$ cat src/rtl/chi5_link_ctrl_pkg.sv
// Shared types and constants for the multi-lane CHI link-activation controller.
//   tx_st_t / rx_st_t : per-direction link-activation states
//   lane_state_t      : {tx, rx} state pair reported per lane
//   CRD_W             : width of the per-lane TX credit count
package chi5_link_ctrl_pkg;

  localparam int unsigned CRD_W = 4;
  localparam int unsigned LS_W  = 4;

  typedef enum logic [1:0] {TxStop, TxAct, TxRun, TxDeact} tx_st_t;
  typedef enum logic [1:0] {RxStop, RxAct, RxRun, RxDeact} rx_st_t;

  typedef struct packed {
    tx_st_t tx;
    rx_st_t rx;
  } lane_state_t;

endpackage

$ cat src/rtl/chi5_link_ctrl_if.sv
// Bundle of the per-lane link-activation, credit and status signals.
//   master : protocol layer / physical link side (drives requests, acks, credits)
//   slave  : chi5_link_ctrl (drives activation outputs, credit pulses, status)
interface chi5_link_ctrl_if
  import chi5_link_ctrl_pkg::*;
#(
  parameter int unsigned NUM_LINKS = 2
);

  logic [NUM_LINKS-1:0]       tx_up_req;
  logic [NUM_LINKS-1:0]       txlinkactiveack;
  logic [NUM_LINKS-1:0]       txlinkactivereq;
  logic [NUM_LINKS-1:0]       tx_lcrdv;
  logic [NUM_LINKS-1:0]       tx_crd_use;
  logic [NUM_LINKS-1:0]       tx_crd_return;
  logic [NUM_LINKS*CRD_W-1:0] tx_crd_cnt;
  logic [NUM_LINKS-1:0]       rxlinkactivereq;
  logic [NUM_LINKS-1:0]       rxlinkactiveack;
  logic [NUM_LINKS-1:0]       rx_ready;
  logic [NUM_LINKS-1:0]       rx_flit_vld;
  logic [NUM_LINKS-1:0]       rx_lcrdv;
  logic [NUM_LINKS*LS_W-1:0]  link_states;
  logic [NUM_LINKS-1:0]       link_up;
  logic [NUM_LINKS-1:0]       err_timeout;
  logic [NUM_LINKS-1:0]       err_crd;

  modport master (
    output tx_up_req, txlinkactiveack, tx_lcrdv, tx_crd_use,
           rxlinkactivereq, rx_ready, rx_flit_vld,
    input  txlinkactivereq, tx_crd_return, tx_crd_cnt, rxlinkactiveack,
           rx_lcrdv, link_states, link_up, err_timeout, err_crd
  );

  modport slave (
    input  tx_up_req, txlinkactiveack, tx_lcrdv, tx_crd_use,
           rxlinkactivereq, rx_ready, rx_flit_vld,
    output txlinkactivereq, tx_crd_return, tx_crd_cnt, rxlinkactiveack,
           rx_lcrdv, link_states, link_up, err_timeout, err_crd
  );

endinterface

$ cat src/rtl/chi5_link_lane.sv
// One link lane: TX and RX activation FSMs, TX credit counter, RX outstanding
// grant counter and TX handshake timeout. All outputs are decoded from
// registered state.
//   ACLK/ARESETn : clock, synchronous active-low reset
//   tx_*         : TX activation handshake and credit interface
//   rx_*         : RX activation handshake and credit interface
//   link_state   : {tx, rx} state, link_up, sticky err_timeout / err_crd
module chi5_link_lane
  import chi5_link_ctrl_pkg::*;
#(
  parameter int unsigned TX_CRD_MAX     = 15,
  parameter int unsigned RX_CRD_MAX     = 15,
  parameter int unsigned TIMEOUT_CYCLES = 1024
) (
  input  logic             ACLK,
  input  logic             ARESETn,
  input  logic             tx_up_req,
  input  logic             txlinkactiveack,
  input  logic             tx_lcrdv,
  input  logic             tx_crd_use,
  output logic             txlinkactivereq,
  output logic             tx_crd_return,
  output logic [CRD_W-1:0] tx_crd_cnt,
  input  logic             rxlinkactivereq,
  input  logic             rx_ready,
  input  logic             rx_flit_vld,
  output logic             rxlinkactiveack,
  output logic             rx_lcrdv,
  output lane_state_t      link_state,
  output logic             link_up,
  output logic             err_timeout,
  output logic             err_crd
);

  localparam int unsigned RX_W  = $clog2(RX_CRD_MAX + 1);
  localparam int unsigned TMO_W = $clog2(TIMEOUT_CYCLES + 1);

  tx_st_t           tx_q,   tx_d;
  rx_st_t           rx_q,   rx_d;
  logic [CRD_W-1:0] txc_q,  txc_d;
  logic [RX_W-1:0]  rxo_q,  rxo_d;
  logic [TMO_W-1:0] tmo_q,  tmo_d;
  logic             errt_q, errt_d;
  logic             errc_q, errc_d;
  logic             tx_inc, tx_dec, tx_ret, rx_grant, rx_take;

  // State and counter registers.
  always_ff @(posedge ACLK) begin
    if (!ARESETn) begin
      tx_q   <= TxStop;
      rx_q   <= RxStop;
      txc_q  <= '0;
      rxo_q  <= '0;
      tmo_q  <= '0;
      errt_q <= 1'b0;
      errc_q <= 1'b0;
    end else begin
      tx_q   <= tx_d;
      rx_q   <= rx_d;
      txc_q  <= txc_d;
      rxo_q  <= rxo_d;
      tmo_q  <= tmo_d;
      errt_q <= errt_d;
      errc_q <= errc_d;
    end
  end

  // Next-state, credit and timeout logic.
  always_comb begin
    tx_d   = tx_q;
    rx_d   = rx_q;
    tmo_d  = tmo_q;
    errt_d = errt_q;

    case (tx_q)
      TxStop:  if (tx_up_req && !txlinkactiveack) tx_d = TxAct;
      TxAct:   if (txlinkactiveack) tx_d = TxRun;
      TxRun:   if (!tx_up_req) tx_d = TxDeact;
      TxDeact: if (!txlinkactiveack && (txc_q == '0)) tx_d = TxStop;
      default: tx_d = TxStop;
    endcase

    // RxAct always advances on rx_ready, even if the request has dropped.
    case (rx_q)
      RxStop:  if (rxlinkactivereq) rx_d = RxAct;
      RxAct:   if (rx_ready) rx_d = RxRun;
      RxRun:   if (!rxlinkactivereq) rx_d = RxDeact;
      RxDeact: if (rxo_q == '0) rx_d = RxStop;
      default: rx_d = RxStop;
    endcase

    // TX credits: any illegal event is flagged and leaves the count alone.
    tx_inc = tx_lcrdv && ((tx_q == TxAct) || (tx_q == TxRun)) &&
             (txc_q != CRD_W'(TX_CRD_MAX));
    tx_dec = tx_crd_use && (tx_q == TxRun) && (txc_q != '0);
    tx_ret = (tx_q == TxDeact) && (txc_q != '0);
    txc_d  = txc_q + CRD_W'(tx_inc) - CRD_W'(tx_dec) - CRD_W'(tx_ret);

    // RX credits: grant while below the limit, each flit returns one.
    rx_grant = (rx_q == RxRun) && (rxo_q < RX_W'(RX_CRD_MAX));
    rx_take  = rx_flit_vld && (rxo_q != '0);
    rxo_d    = rxo_q + RX_W'(rx_grant) - RX_W'(rx_take);

    errc_d = errc_q | (tx_lcrdv && !tx_inc) | (tx_crd_use && !tx_dec) |
             (rx_flit_vld && !rx_take);

    // Timeout counts handshake-pending cycles and saturates at the limit.
    if ((tx_q == TxAct) || (tx_q == TxDeact)) begin
      if (tmo_q != TMO_W'(TIMEOUT_CYCLES)) tmo_d = tmo_q + TMO_W'(1);
      if (tmo_q == TMO_W'(TIMEOUT_CYCLES - 1)) errt_d = 1'b1;
    end else begin
      tmo_d = '0;
    end
  end

  assign txlinkactivereq = (tx_q == TxAct) || (tx_q == TxRun);
  assign tx_crd_return   = tx_ret;
  assign tx_crd_cnt      = txc_q;
  assign rxlinkactiveack = (rx_q == RxRun) || (rx_q == RxDeact);
  assign rx_lcrdv        = rx_grant;
  assign link_state      = '{tx: tx_q, rx: rx_q};
  assign link_up         = (tx_q == TxRun) && (rx_q == RxRun);
  assign err_timeout     = errt_q;
  assign err_crd         = errc_q;

endmodule

$ cat src/rtl/chi5_link_ctrl.sv
// Multi-lane CHI link-activation controller: NUM_LINKS independent lanes,
// each with TX/RX activation FSMs, L-credit tracking and a timeout monitor.
//   ACLK/ARESETn : clock, synchronous active-low reset
//   bus          : per-lane handshake, credit and status vectors (slave side)
module chi5_link_ctrl
  import chi5_link_ctrl_pkg::*;
#(
  parameter int unsigned NUM_LINKS      = 2,
  parameter int unsigned TX_CRD_MAX     = 15,
  parameter int unsigned RX_CRD_MAX     = 15,
  parameter int unsigned TIMEOUT_CYCLES = 1024
) (
  input logic            ACLK,
  input logic            ARESETn,
  chi5_link_ctrl_if.slave bus
);

  logic [NUM_LINKS-1:0]       txreq, txret, rxack, rxgnt, up, errt, errc;
  logic [NUM_LINKS*CRD_W-1:0] cnt;
  logic [NUM_LINKS*LS_W-1:0]  st;
  lane_state_t                lane_st [NUM_LINKS];

  // One lane instance per link; lanes share nothing but the clock and reset.
  for (genvar i = 0; i < NUM_LINKS; i++) begin : g_lane
    chi5_link_lane #(
      .TX_CRD_MAX     (TX_CRD_MAX),
      .RX_CRD_MAX     (RX_CRD_MAX),
      .TIMEOUT_CYCLES (TIMEOUT_CYCLES)
    ) u_lane (
      .ACLK            (ACLK),
      .ARESETn         (ARESETn),
      .tx_up_req       (bus.tx_up_req[i]),
      .txlinkactiveack (bus.txlinkactiveack[i]),
      .tx_lcrdv        (bus.tx_lcrdv[i]),
      .tx_crd_use      (bus.tx_crd_use[i]),
      .txlinkactivereq (txreq[i]),
      .tx_crd_return   (txret[i]),
      .tx_crd_cnt      (cnt[i*CRD_W +: CRD_W]),
      .rxlinkactivereq (bus.rxlinkactivereq[i]),
      .rx_ready        (bus.rx_ready[i]),
      .rx_flit_vld     (bus.rx_flit_vld[i]),
      .rxlinkactiveack (rxack[i]),
      .rx_lcrdv        (rxgnt[i]),
      .link_state      (lane_st[i]),
      .link_up         (up[i]),
      .err_timeout     (errt[i]),
      .err_crd         (errc[i])
    );
    assign st[i*LS_W +: LS_W] = lane_st[i];
  end

  assign bus.txlinkactivereq = txreq;
  assign bus.tx_crd_return   = txret;
  assign bus.tx_crd_cnt      = cnt;
  assign bus.rxlinkactiveack = rxack;
  assign bus.rx_lcrdv        = rxgnt;
  assign bus.link_states     = st;
  assign bus.link_up         = up;
  assign bus.err_timeout     = errt;
  assign bus.err_crd         = errc;

endmodule

$ cat src/flat_wrapper.sv
// flat-port wrapper written by rule: the top's interface ports become plain ports
module chi5_link_ctrl_flat import chi5_link_ctrl_pkg::*;
#(
  parameter int unsigned NUM_LINKS      = 2,
  parameter int unsigned TX_CRD_MAX     = 15,
  parameter int unsigned RX_CRD_MAX     = 15,
  parameter int unsigned TIMEOUT_CYCLES = 1024
)
  (ACLK, ARESETn, bus_tx_up_req, bus_txlinkactiveack, bus_tx_lcrdv, bus_tx_crd_use, bus_rxlinkactivereq, bus_rx_ready, bus_rx_flit_vld, bus_txlinkactivereq, bus_tx_crd_return, bus_tx_crd_cnt, bus_rxlinkactiveack, bus_rx_lcrdv, bus_link_states, bus_link_up, bus_err_timeout, bus_err_crd);
  chi5_link_ctrl_if #(.NUM_LINKS(NUM_LINKS)) bus_i ();
  input logic ACLK;
  input logic ARESETn;
  input wire logic [$bits(bus_i.tx_up_req)-1:0] bus_tx_up_req;
  input wire logic [$bits(bus_i.txlinkactiveack)-1:0] bus_txlinkactiveack;
  input wire logic [$bits(bus_i.tx_lcrdv)-1:0] bus_tx_lcrdv;
  input wire logic [$bits(bus_i.tx_crd_use)-1:0] bus_tx_crd_use;
  input wire logic [$bits(bus_i.rxlinkactivereq)-1:0] bus_rxlinkactivereq;
  input wire logic [$bits(bus_i.rx_ready)-1:0] bus_rx_ready;
  input wire logic [$bits(bus_i.rx_flit_vld)-1:0] bus_rx_flit_vld;
  output wire logic [$bits(bus_i.txlinkactivereq)-1:0] bus_txlinkactivereq;
  output wire logic [$bits(bus_i.tx_crd_return)-1:0] bus_tx_crd_return;
  output wire logic [$bits(bus_i.tx_crd_cnt)-1:0] bus_tx_crd_cnt;
  output wire logic [$bits(bus_i.rxlinkactiveack)-1:0] bus_rxlinkactiveack;
  output wire logic [$bits(bus_i.rx_lcrdv)-1:0] bus_rx_lcrdv;
  output wire logic [$bits(bus_i.link_states)-1:0] bus_link_states;
  output wire logic [$bits(bus_i.link_up)-1:0] bus_link_up;
  output wire logic [$bits(bus_i.err_timeout)-1:0] bus_err_timeout;
  output wire logic [$bits(bus_i.err_crd)-1:0] bus_err_crd;
  assign bus_i.tx_up_req = bus_tx_up_req;
  assign bus_i.txlinkactiveack = bus_txlinkactiveack;
  assign bus_i.tx_lcrdv = bus_tx_lcrdv;
  assign bus_i.tx_crd_use = bus_tx_crd_use;
  assign bus_i.rxlinkactivereq = bus_rxlinkactivereq;
  assign bus_i.rx_ready = bus_rx_ready;
  assign bus_i.rx_flit_vld = bus_rx_flit_vld;
  assign bus_txlinkactivereq = bus_i.txlinkactivereq;
  assign bus_tx_crd_return = bus_i.tx_crd_return;
  assign bus_tx_crd_cnt = bus_i.tx_crd_cnt;
  assign bus_rxlinkactiveack = bus_i.rxlinkactiveack;
  assign bus_rx_lcrdv = bus_i.rx_lcrdv;
  assign bus_link_states = bus_i.link_states;
  assign bus_link_up = bus_i.link_up;
  assign bus_err_timeout = bus_i.err_timeout;
  assign bus_err_crd = bus_i.err_crd;
  chi5_link_ctrl #(.NUM_LINKS(NUM_LINKS), .TX_CRD_MAX(TX_CRD_MAX), .RX_CRD_MAX(RX_CRD_MAX), .TIMEOUT_CYCLES(TIMEOUT_CYCLES)) u_core (.ACLK(ACLK), .ARESETn(ARESETn), .bus(bus_i));
endmodule
$ cat config.mk
export PLATFORM = sky130hd
export DESIGN_NAME = chi5_link_ctrl_flat
export DESIGN_NICKNAME = d
export VERILOG_FILES = /design/src/rtl/chi5_link_ctrl_pkg.sv /design/src/rtl/chi5_link_ctrl_if.sv /design/src/rtl/chi5_link_lane.sv /design/src/rtl/chi5_link_ctrl.sv /design/src/flat_wrapper.sv
export SDC_FILE = /design/constraint.sdc
export NUM_CORES = 1
export LEC_CHECK = 0
export CAP_MARGIN = 15
export CORE_AREA = 5 5 79 81
export DETAILED_ROUTE_END_ITERATION = 16
export DIE_AREA = 0 0 84 86
export GPL_TIMING_DRIVEN = 0
export PLACE_DENSITY = 0.84
export SYNTH_ARGS = -nofsm -noshare
export SYNTH_HDL_FRONTEND = slang
export SYNTH_SLANG_ARGS = --single-unit
$ cat constraint.sdc
create_clock -name ACLK -period 5.5 [get_ports ACLK]
set_clock_uncertainty 0.05 [all_clocks]
set_input_delay 1.1 -clock ACLK [delete_from_list [all_inputs] [get_ports ACLK]]
set_output_delay 1.1 -clock ACLK [all_outputs]
set_load 0.02 [all_outputs]
# [Word level (Yosys, flattened, before mapping)]
# Cells that the tools add are included.
[totals] regBits=50 input_bits=16 out_inout_bits=30 word_cells=148
[classes] add_sub_neg=12 order_cmp=2 eq_ne=34 n_mux=20 n_bitwise=6 reduce_logical=60
[ops] operator="2-to-1 mux 2 bit" n=16
[ops] operator="inequality test 2 bit (second input constant)" n=16
[ops] operator="one-hot mux 2 bit (4 select lines)" n=4
[ops] operator="logical AND 1 bit" n=26
[ops] operator="subtractor 4 x 1 -> 4 bit" n=6
[ops] operator="adder 11 x 1 -> 11 bit (second input constant)" n=2
[ops] operator="== test 11 x 10 -> 1 bit (second input constant)" n=2
[ops] operator="inequality test 11 bit (second input constant)" n=2
[ops] operator="adder 4 x 1 -> 4 bit" n=4
[ops] operator="== test 2 bit (second input constant)" n=8
[ops] operator="logical NOT 4 bit" n=4
[ops] operator="AND reduction 4 bit" n=4
[ops] operator="nonzero test 4 bit" n=4
[ops] operator="== test 2 x 1 -> 1 bit (second input constant)" n=4
[ops] operator="logical NOT 1 bit" n=8
[ops] operator="logical NOT 2 bit" n=4
[ops] operator="less-than comparator 4 bit (second input constant)" n=2
[ops] operator="inequality test 4 bit (second input constant)" n=2
[ops] operator="AND reduction 2 bit" n=4
[ops] operator="logical OR 1 bit" n=6
[ops] operator="bitwise OR 1 bit" n=6

# [Longest topological paths before layout]
# Gate-level depths: netlist of the first run.
[depth] word_depth=9 mapped_depth=13

# [Cells and area by module]
# From an unflattened synthesis of the first run, not the netlist that was laid out.
[hier_totals] hier_cells=334 hier_area_um2=3057.9
[modules_own_cells] module="chi5_link_lane" instances=2 cells_per_inst=167 area_per_inst_um2=1529.0 seq_area_each_um2=500.5

# [Worst setup path after synthesis of the first run]
# No wires, ideal clock.
[synth_timing] path_type="input port to flip-flop" from="input bus_tx_crd_use[1]" to="register u_core.g_lane[1].u_lane.txc_q[3]" setup_time_ns=0.115 t_arrival_ns=2.697 required_time_ns=5.335 path_slack_ns=2.638 stages=10 path_cell_list="nand3_1 > fa_1 > inv_1 > ha_1 > inv_1 > ha_1 > inv_1 > fa_1 > xor2_1 > and2_1"
[synth_via] elab_chain_cells=4
[synth_lines] element="from (decl)" line="flat_wrapper.sv:16" source="input wire logic [$bits(bus_i.tx_crd_use)-1:0] bus_tx_crd_use;"
[synth_lines] element="logical AND 1 bit (2 in series)" line="chi5_link_lane.sv:95" source="tx_dec = tx_crd_use && (tx_q == TxRun) && (txc_q != '0);"
[synth_lines] element="subtractor 4 x 1 -> 4 bit (2 in series)" line="chi5_link_lane.sv:97" source="txc_d = txc_q + CRD_W'(tx_inc) - CRD_W'(tx_dec) - CRD_W'(tx_ret);"
[synth_lines] element="to (signal assigned)" line="chi5_link_lane.sv:60" source="txc_q <= txc_d;"
[synth_lines] element="to (decl)" line="chi5_link_lane.sv:40" source="logic [CRD_W-1:0] txc_q, txc_d;"
# No other way between the ends.
# A chain may end at the register's enable or synchronous reset.

# [Worst setup path after layout of the first run]
[layout_timing] from="register u_core.g_lane[1].u_lane.txc_q[2]" to="output bus_tx_crd_return[1]"
[layout_via] elab_chain_cells=2
[layout_lines] element="nonzero test 4 bit" line="chi5_link_lane.sv:96" source="tx_ret = (tx_q == TxDeact) && (txc_q != '0);"
[layout_lines] element="logical AND 1 bit" line="chi5_link_lane.sv:96"
[layout_lines] element="to (decl)" line="flat_wrapper.sv:21" source="output wire logic [$bits(bus_i.tx_crd_return)-1:0] bus_tx_crd_return;"
# No other way between the ends.

==> run metrics, run 1 <==
Max Freq 303.6 MHz; WL/cell approximately 13 um; Row Count 27; crit path time final 3.294 ns; initial antenna violation count 0; post-synthesis average cell area about 9.1 um^2; GRT Util Overall 0.1757; final wirelength 5.872 mm; initial drt markers 91; Post-CTS Resized 0; Syn-to-layout area delta 20.35%; Critical Path AT between 2 and 2.5 ns; CP required between 4 and 5 ns; number of synthesized register bits 50; CTS tree done; Synth Area in Adders 0.2201; IO Pins 46; maxcap violations 0; most frequent CP cell inv_1; Skew-Pair Late Insertion Delay 0.30 ns; Critical Path End Type primary output; antenna cells 0; I/O Buffers 45; number of synthesized flops with an enable pin 0; top post-synthesis cells by area dfxtp_1, ha_1, inv_1; VDD IR max 0.2050 mV; GP Congestion ~0.8; Worst Tran Pin Value 0.7401 ns; largest net degree at the start of global routing 15; Overflow after GRT 0; status completed; async set-reset flop share out of synthesis 0; clk root buf clkbuf_8; leakage power roughly 1.6 nW; Max Root-Sink Buffers 2; share of layout cells above drive strength 1 0.09091; # DRC 0; Critical Path Start Type flip-flop; multi-input logic area 0.001794 mm^2; crit path max fanout 4; fillers 423; Cell Pwr Density 411.1 mW/mm^2; Die Ht 86 um; via count 2,370; CP max stage cell clkdlybuf4s50_1; CP Class flip-flop to primary output; ANT nets after route 0; final setup fails 0; unrepaired setup endpoints after global routing false; die footprint about 0.0072 mm^2; final hold vios 0; Slew headroom 0.5033; clock transition at the registers of the reported paths 0.09 ns; path type of the worst min-delay path flip-flop to flip-flop; Reg area 0.001001 mm^2; YS warnings 0; multiplexer share of the synthesized area 0.02580; period utilization 0.5989; CTS Hold Bufs 0; nets@finish 462; CP Cell Sequence inv_1 -> ha_1 -> or3b_4 -> nand2_1 -> inv_1 -> buf_4 -> clkdlybuf4s50_1; Syn Nets ~400; slowest cell delay on critical path ~0.52 ns; first-pass GRT wire length between 10 and 15 mm; ys flop type dfxtp_1; Clock H-tree levels 2; fin. max-slew vios 0; post-synth top area cell dfxtp_1; vias in the first global route 2,411; core area 0.005405 mm^2; clock sinks 50; Post-CTS Setup Repair Bufs 0; Synth top area share 0.3225; Synth Cell Area 0.003104 mm^2; number of detailed-route iterations in the first pass 4; CTS Buf Count 5; commonest cells in the synthesized netlist dfxtp_1, inv_1, ha_1, nand2_1, nor2_1; XOR/XNOR Fraction of Synth Area 0.06771; Final HPWL DP 4.539 mm; Die X 84 um; WHS slightly above 0.4 ns; main combinational cell family by area after synthesis adder cells; setup TNS 0 ns; initial core utilization 0.5743; Mapped Cells 343; Via-to-Cell Ratio approximately 5; compound-cell area share of the yosys netlist 0.07175; Yosys cell types 38; Post-Synth Simple-Gate Area 0.1927; post-synthesis sequential area ratio 0.3225
## worst max-delay path: cells and delay by family, from the launching register on
kind	cells	cell delay [ns]
adders and majority gates	1	0.16
DFF	1	0.38
and+or+nand+nor	2	0.52
buffers and inverters	4	0.78
## cell families after synthesis
family / after synthesis
DFF: 50
xor gates and xnor gates: 24
buffers and inverters: 68
and+or+nand+nor: 110
muxes: 8
adders and majority gates: 51
AOI/OAI and AO/OA: 32
## power breakdown
group	internal, W	switching [W]
Clock	0.000102	0.000121
Combinational	0.000397	0.000407
Sequential	0.000433	0.0000761
Total	0.000932	0.000604
## placed cells by master, fill, tap and decap left out, drive strengths merged, types with 14 or more instances in the layout
cell / synthesis / layout
nor2: 22 / 22
xor2: 17 / 17
nand2: 28 / 28
and2: 15 / 15
dfxtp: 50 / 50
ha: 45 / 45
o21ai: 14 / 14
nand3: 14 / 14
clkdlybuf4s50: 0 / 45
inv: 50 / 50
buf: 15 / 15
## layer usage
metal,vias up,share of wire,GRT usage
li1,1206,-,-
met1,1110,0.45,0.2065
met2,44,0.50,0.3203
met3,10,0.039,0.04227
met4,0,0.017,0.04678
met5,-,0,0
## final timing paths
| kind | to | startpoint | slack, ns | cells after the start |
|---|---|---|---|---|
| worst max-delay path | bus_tx_crd_return[1] | u_core.g_lane[1].u_lane.tx_crd_cnt[2] | 2.21 | 7 |
| worst min-delay path | u_core.g_lane[0].u_lane.err_timeout | u_core.g_lane[0].u_lane.err_timeout | 0.41 | 2 |
| worst max register to register | u_core.g_lane[1].u_lane.tx_crd_cnt[3] | u_core.g_lane[1].u_lane.tx_crd_cnt[2] | 2.59 | 13 |
| worst min register to register | u_core.g_lane[0].u_lane.err_timeout | u_core.g_lane[0].u_lane.err_timeout | 0.41 | 2 |
## registers in the layout, summed over array words and instances (netlist names)
| register | cells |
|---|---|
| u_core.g_lane.u_lane.err_timeout | 2 |
| u_core.g_lane.u_lane.tx_crd_cnt | 8 |
| u_core.g_lane.u_lane.err_crd | 2 |
| u_core.g_lane.u_lane.tmo_q | 22 |
| u_core.g_lane.u_lane.rx_q | 4 |
| u_core.g_lane.u_lane.rxo_q | 8 |
| u_core.g_lane.u_lane.tx_q | 4 |
## area by class of cell
type / instances / area share
multi-input combinational: 225 / 0.4802
clock buffer: 7 / 0.02311
buffer: 18 / 0.03248
timing repair buffer: 45 / 0.1206
sequential: 50 / 0.2679
inverter: 50 / 0.05023
clock inverter: 1 / 0.001340
tap: 72 / 0.02411
## through the flow
step	util	setup WS, ns	instance area, um^2	cells	power (W)
after detailed placement	0.6743	2.022	3645	460	0.001318
after CTS	0.6912	2.203	3736	468	0.001551
final	0.6912	2.206	3736	468	0.001536
after floorplan	-	2.638	3104	343	0.001053
after global routing	0.6912	2.102	3736	468	0.001659
after global placement	0.6743	2.077	3645	460	0.001282
Note: power is estimated with default switching activity, not from simulation.
==> run 2: changes to the inputs <==
--- a/config.mk
+++ b/config.mk
@@ -6,11 +6,11 @@
 export NUM_CORES = 1
 export LEC_CHECK = 0
 export CAP_MARGIN = 15
-export CORE_AREA = 5 5 79 81
+export CORE_AREA = 5 5 82 84
 export DETAILED_ROUTE_END_ITERATION = 16
-export DIE_AREA = 0 0 84 86
+export DIE_AREA = 0 0 87 89
 export GPL_TIMING_DRIVEN = 0
-export PLACE_DENSITY = 0.84
+export PLACE_DENSITY = 0.78
 export SYNTH_ARGS = -nofsm -noshare
 export SYNTH_HDL_FRONTEND = slang
 export SYNTH_SLANG_ARGS = --single-unit
==> constraint.sdc (replaced) <==
create_clock -name ACLK -period 3.38 [get_ports ACLK]
set_clock_uncertainty 0.05 [all_clocks]
set_input_delay 0.676 -clock ACLK [delete_from_list [all_inputs] [get_ports ACLK]]
set_output_delay 0.676 -clock ACLK [all_outputs]
set_load 0.02 [all_outputs]
==> run 2 against run 1 <==
Compared with the run above:
- wire length up 3.0%
- via count grew 0.76%
- worst setup slack worse by 1.7 ns
- total power up 66%
- utilization down 4.9 points
- design area rose by 0.60%
- count of clock-buffer cells in the layout down 1
- sequential share of layout area is 0.16 points lower
- combinational power rose by 62%
- clock power grew 89%
- non-clock buffer count unchanged
==> run metrics, run 2 (synthesis results as in run 1) <==
Syn-to-layout area delta 21.08%; CP required 2.65 ns (-1.70 ns); nets@finish 462 (unchanged); initial drt markers 51 (-44%); share of layout cells above drive strength 1 0.09091 (unchanged); fin util 0.6424 (-0.04878); vias in the first global route 2,369 (-1.7%); CTS Buf Count 5 (unchanged); final setup fails 0 (unchanged); core area 0.005851 mm^2 (+8.2%); Clock H-tree levels 2 (unchanged); Critical Path End Type primary output; FF-to-FF Start u_core.g_lane[1].u_lane.tx_crd_cnt[2]; fin. max-slew vios 0 (unchanged); via count 2,388 (+0.76%); Post-CTS Resized 0 (unchanged); clock transition at the registers of the reported paths 0.09 ns (about the same); Final HPWL DP 4.747 mm (+4.6%); VDD IR max 0.3184 mV (+55%); Critical Path Start Type flip-flop; clock sinks 50 (unchanged); Critical Path AT 2.18 ns (+0.04 ns); final hold vios 0 (unchanged); commonest cells after routing, fill and taps aside inv_1, dfxtp_1, ha_1, clkdlybuf4s50_1, nand2_1; Via-to-Cell Ratio 5.070 (+0.12%); die footprint 0.007743 mm^2 (+7.2%); ANT nets after route 0 (unchanged); GRT Util Overall 0.1685 (-0.007273); WL/cell 12.84 um (+2.3%); largest net degree at the start of global routing 16 (+1); CP Class flip-flop to primary output; leakage power 1.649 nW (+0.19%); # DRC 0 (unchanged); Cell Count, Final, Fillers Out 471 (+0.64%); Top reg by flops u_core.g_lane.u_lane.tmo_q; final wirelength 6.047 mm (+3.0%); setup TNS 0 ns (unchanged); initial core utilization 0.5306 (-0.04372); Skew-Pair Late Insertion Delay 0.30 ns (about the same); Post-CTS Setup Repair Bufs 0 (unchanged); CP Capture Point bus_tx_crd_return[0]; CTS Hold Bufs 0 (unchanged); crit path max fanout 4 (unchanged); fillers 500 (+18%); Cell Pwr Density 676.3 mW/mm^2 (+65%); multi-input logic area 0.001794 mm^2 (unchanged); Worst Setup SP u_core.g_lane[0].u_lane.tx_crd_cnt[2]; placed cells 463 (+0.65%); Reg area 0.001001 mm^2 (unchanged); Max Freq around 340 MHz; Max Root-Sink Buffers 2 (unchanged); CTS tree done; antenna cells 0 (unchanged); WHS 0.4130 ns (-0.0005320 ns); period utilization 0.8596; Slew headroom 0.5198 (+0.01646); Worst Tran Pin Value 0.7155 ns (-0.02452 ns); Overflow after GRT 0 (unchanged); worst reg2reg endpoint u_core.g_lane[1].u_lane.tx_crd_cnt[3]; path type of the worst min-delay path flip-flop to flip-flop; first-pass GRT wire length 10.55 mm (-0.97%); Die X 87 um (+3.6%); Die Ht 89 um (+3.5%); initial antenna violation count 0 (unchanged); unrepaired setup endpoints after global routing false; maxcap violations 0 (unchanged); hold path cells 2 (unchanged); clk root buf clkbuf_8; crit path time final 2.905 ns; status completed; GP Congestion 0.8293 (+3.7%); Final Power 0.002542 W (+66%); Row Count 28 (+3.7%); number of detailed-route iterations in the first pass 4 (unchanged); I/O Buffers 45 (unchanged); r2r setup slk 0.56 ns (-2.03 ns); Largest register FFs 22 (unchanged); IO Pins 46 (unchanged); worst r2r path cells 13 (unchanged)
## run 2: cell count changes in the layout (fill, tap and decap cells not counted)
| cell | before | now |
|---|---|---|
| clkinvlp_4 | 0 | 1 |
| clkbuf_8 | 6 | 5 |
| bufinv_16 | 0 | 1 |
| clkinv_2 | 1 | 0 |
## run 2: report_power, final
group / switching [W] / internal [W] / leakage (nW)
sequential: 0.000121 / 0.000705 / 0.407
combinational: 0.000652 / 0.000644 / 1.19
clock: 0.000199 / 0.000221 / 0.0514
## run 2: layer usage
metal  vias up  part of all wire  GRT usage
met5         -                 0          0
met4         0             0.016    0.05099
met3         9             0.034    0.03318
met2        31              0.50     0.2947
met1      1144              0.45     0.2096
li1       1204                 -          -
## run 2: worst min path at each step
stage                                     endpoint                                 from  slack, ns
2_1_floorplan  u_core.g_lane[0].u_lane.err_timeout  u_core.g_lane[0].u_lane.err_timeout       0.38
3_3_place_gp   u_core.g_lane[0].u_lane.err_timeout  u_core.g_lane[0].u_lane.err_timeout       0.40
3_5_place_dp   u_core.g_lane[0].u_lane.err_timeout  u_core.g_lane[0].u_lane.err_timeout       0.40
4_1_cts        u_core.g_lane[0].u_lane.err_timeout  u_core.g_lane[0].u_lane.err_timeout       0.42
5_1_grt        u_core.g_lane[1].u_lane.err_timeout  u_core.g_lane[1].u_lane.err_timeout       0.45
6_report       u_core.g_lane[0].u_lane.err_timeout  u_core.g_lane[0].u_lane.err_timeout       0.41
## run 2: cell type report
type	instances	area share
well taps	75	0.02497
repair buffers	45	0.1198
clock inverters	2	0.009987
inverters	50	0.04993
multi-input cells	225	0.4774
flip-flops and latches	50	0.2663
plain buffers	18	0.03229
clock buffers	6	0.01931
## run 2: stage by stage
stage,worst slack (ns),area (um^2)
2_1_floorplan,0.6138,3104
5_1_grt,0.3618,3759
3_5_place_dp,0.3300,3649
3_3_place_gp,0.3507,3649
6_report,0.4747,3759
4_1_cts,0.4448,3759
## run 2: critical path: stages (launching register included)
cell	delay [ns]
dfxtp_1	0.34
inv_1	0.13
ha_1	0.17
or3b_4	0.41
nand2_1	0.12
inv_1	0.05
buf_4	0.12
clkdlybuf4s50_1	0.54
==> run 3: changes to the inputs <==
--- a/config.mk
+++ b/config.mk
@@ -11,6 +11,7 @@
 export DIE_AREA = 0 0 87 89
 export GPL_TIMING_DRIVEN = 0
 export PLACE_DENSITY = 0.78
+export SETUP_SLACK_MARGIN = 0.15
 export SYNTH_ARGS = -nofsm -noshare
 export SYNTH_HDL_FRONTEND = slang
 export SYNTH_SLANG_ARGS = --single-unit
==> results of run 3 <==
No change in the layout: final DEF, timing and power equal those of run 2.
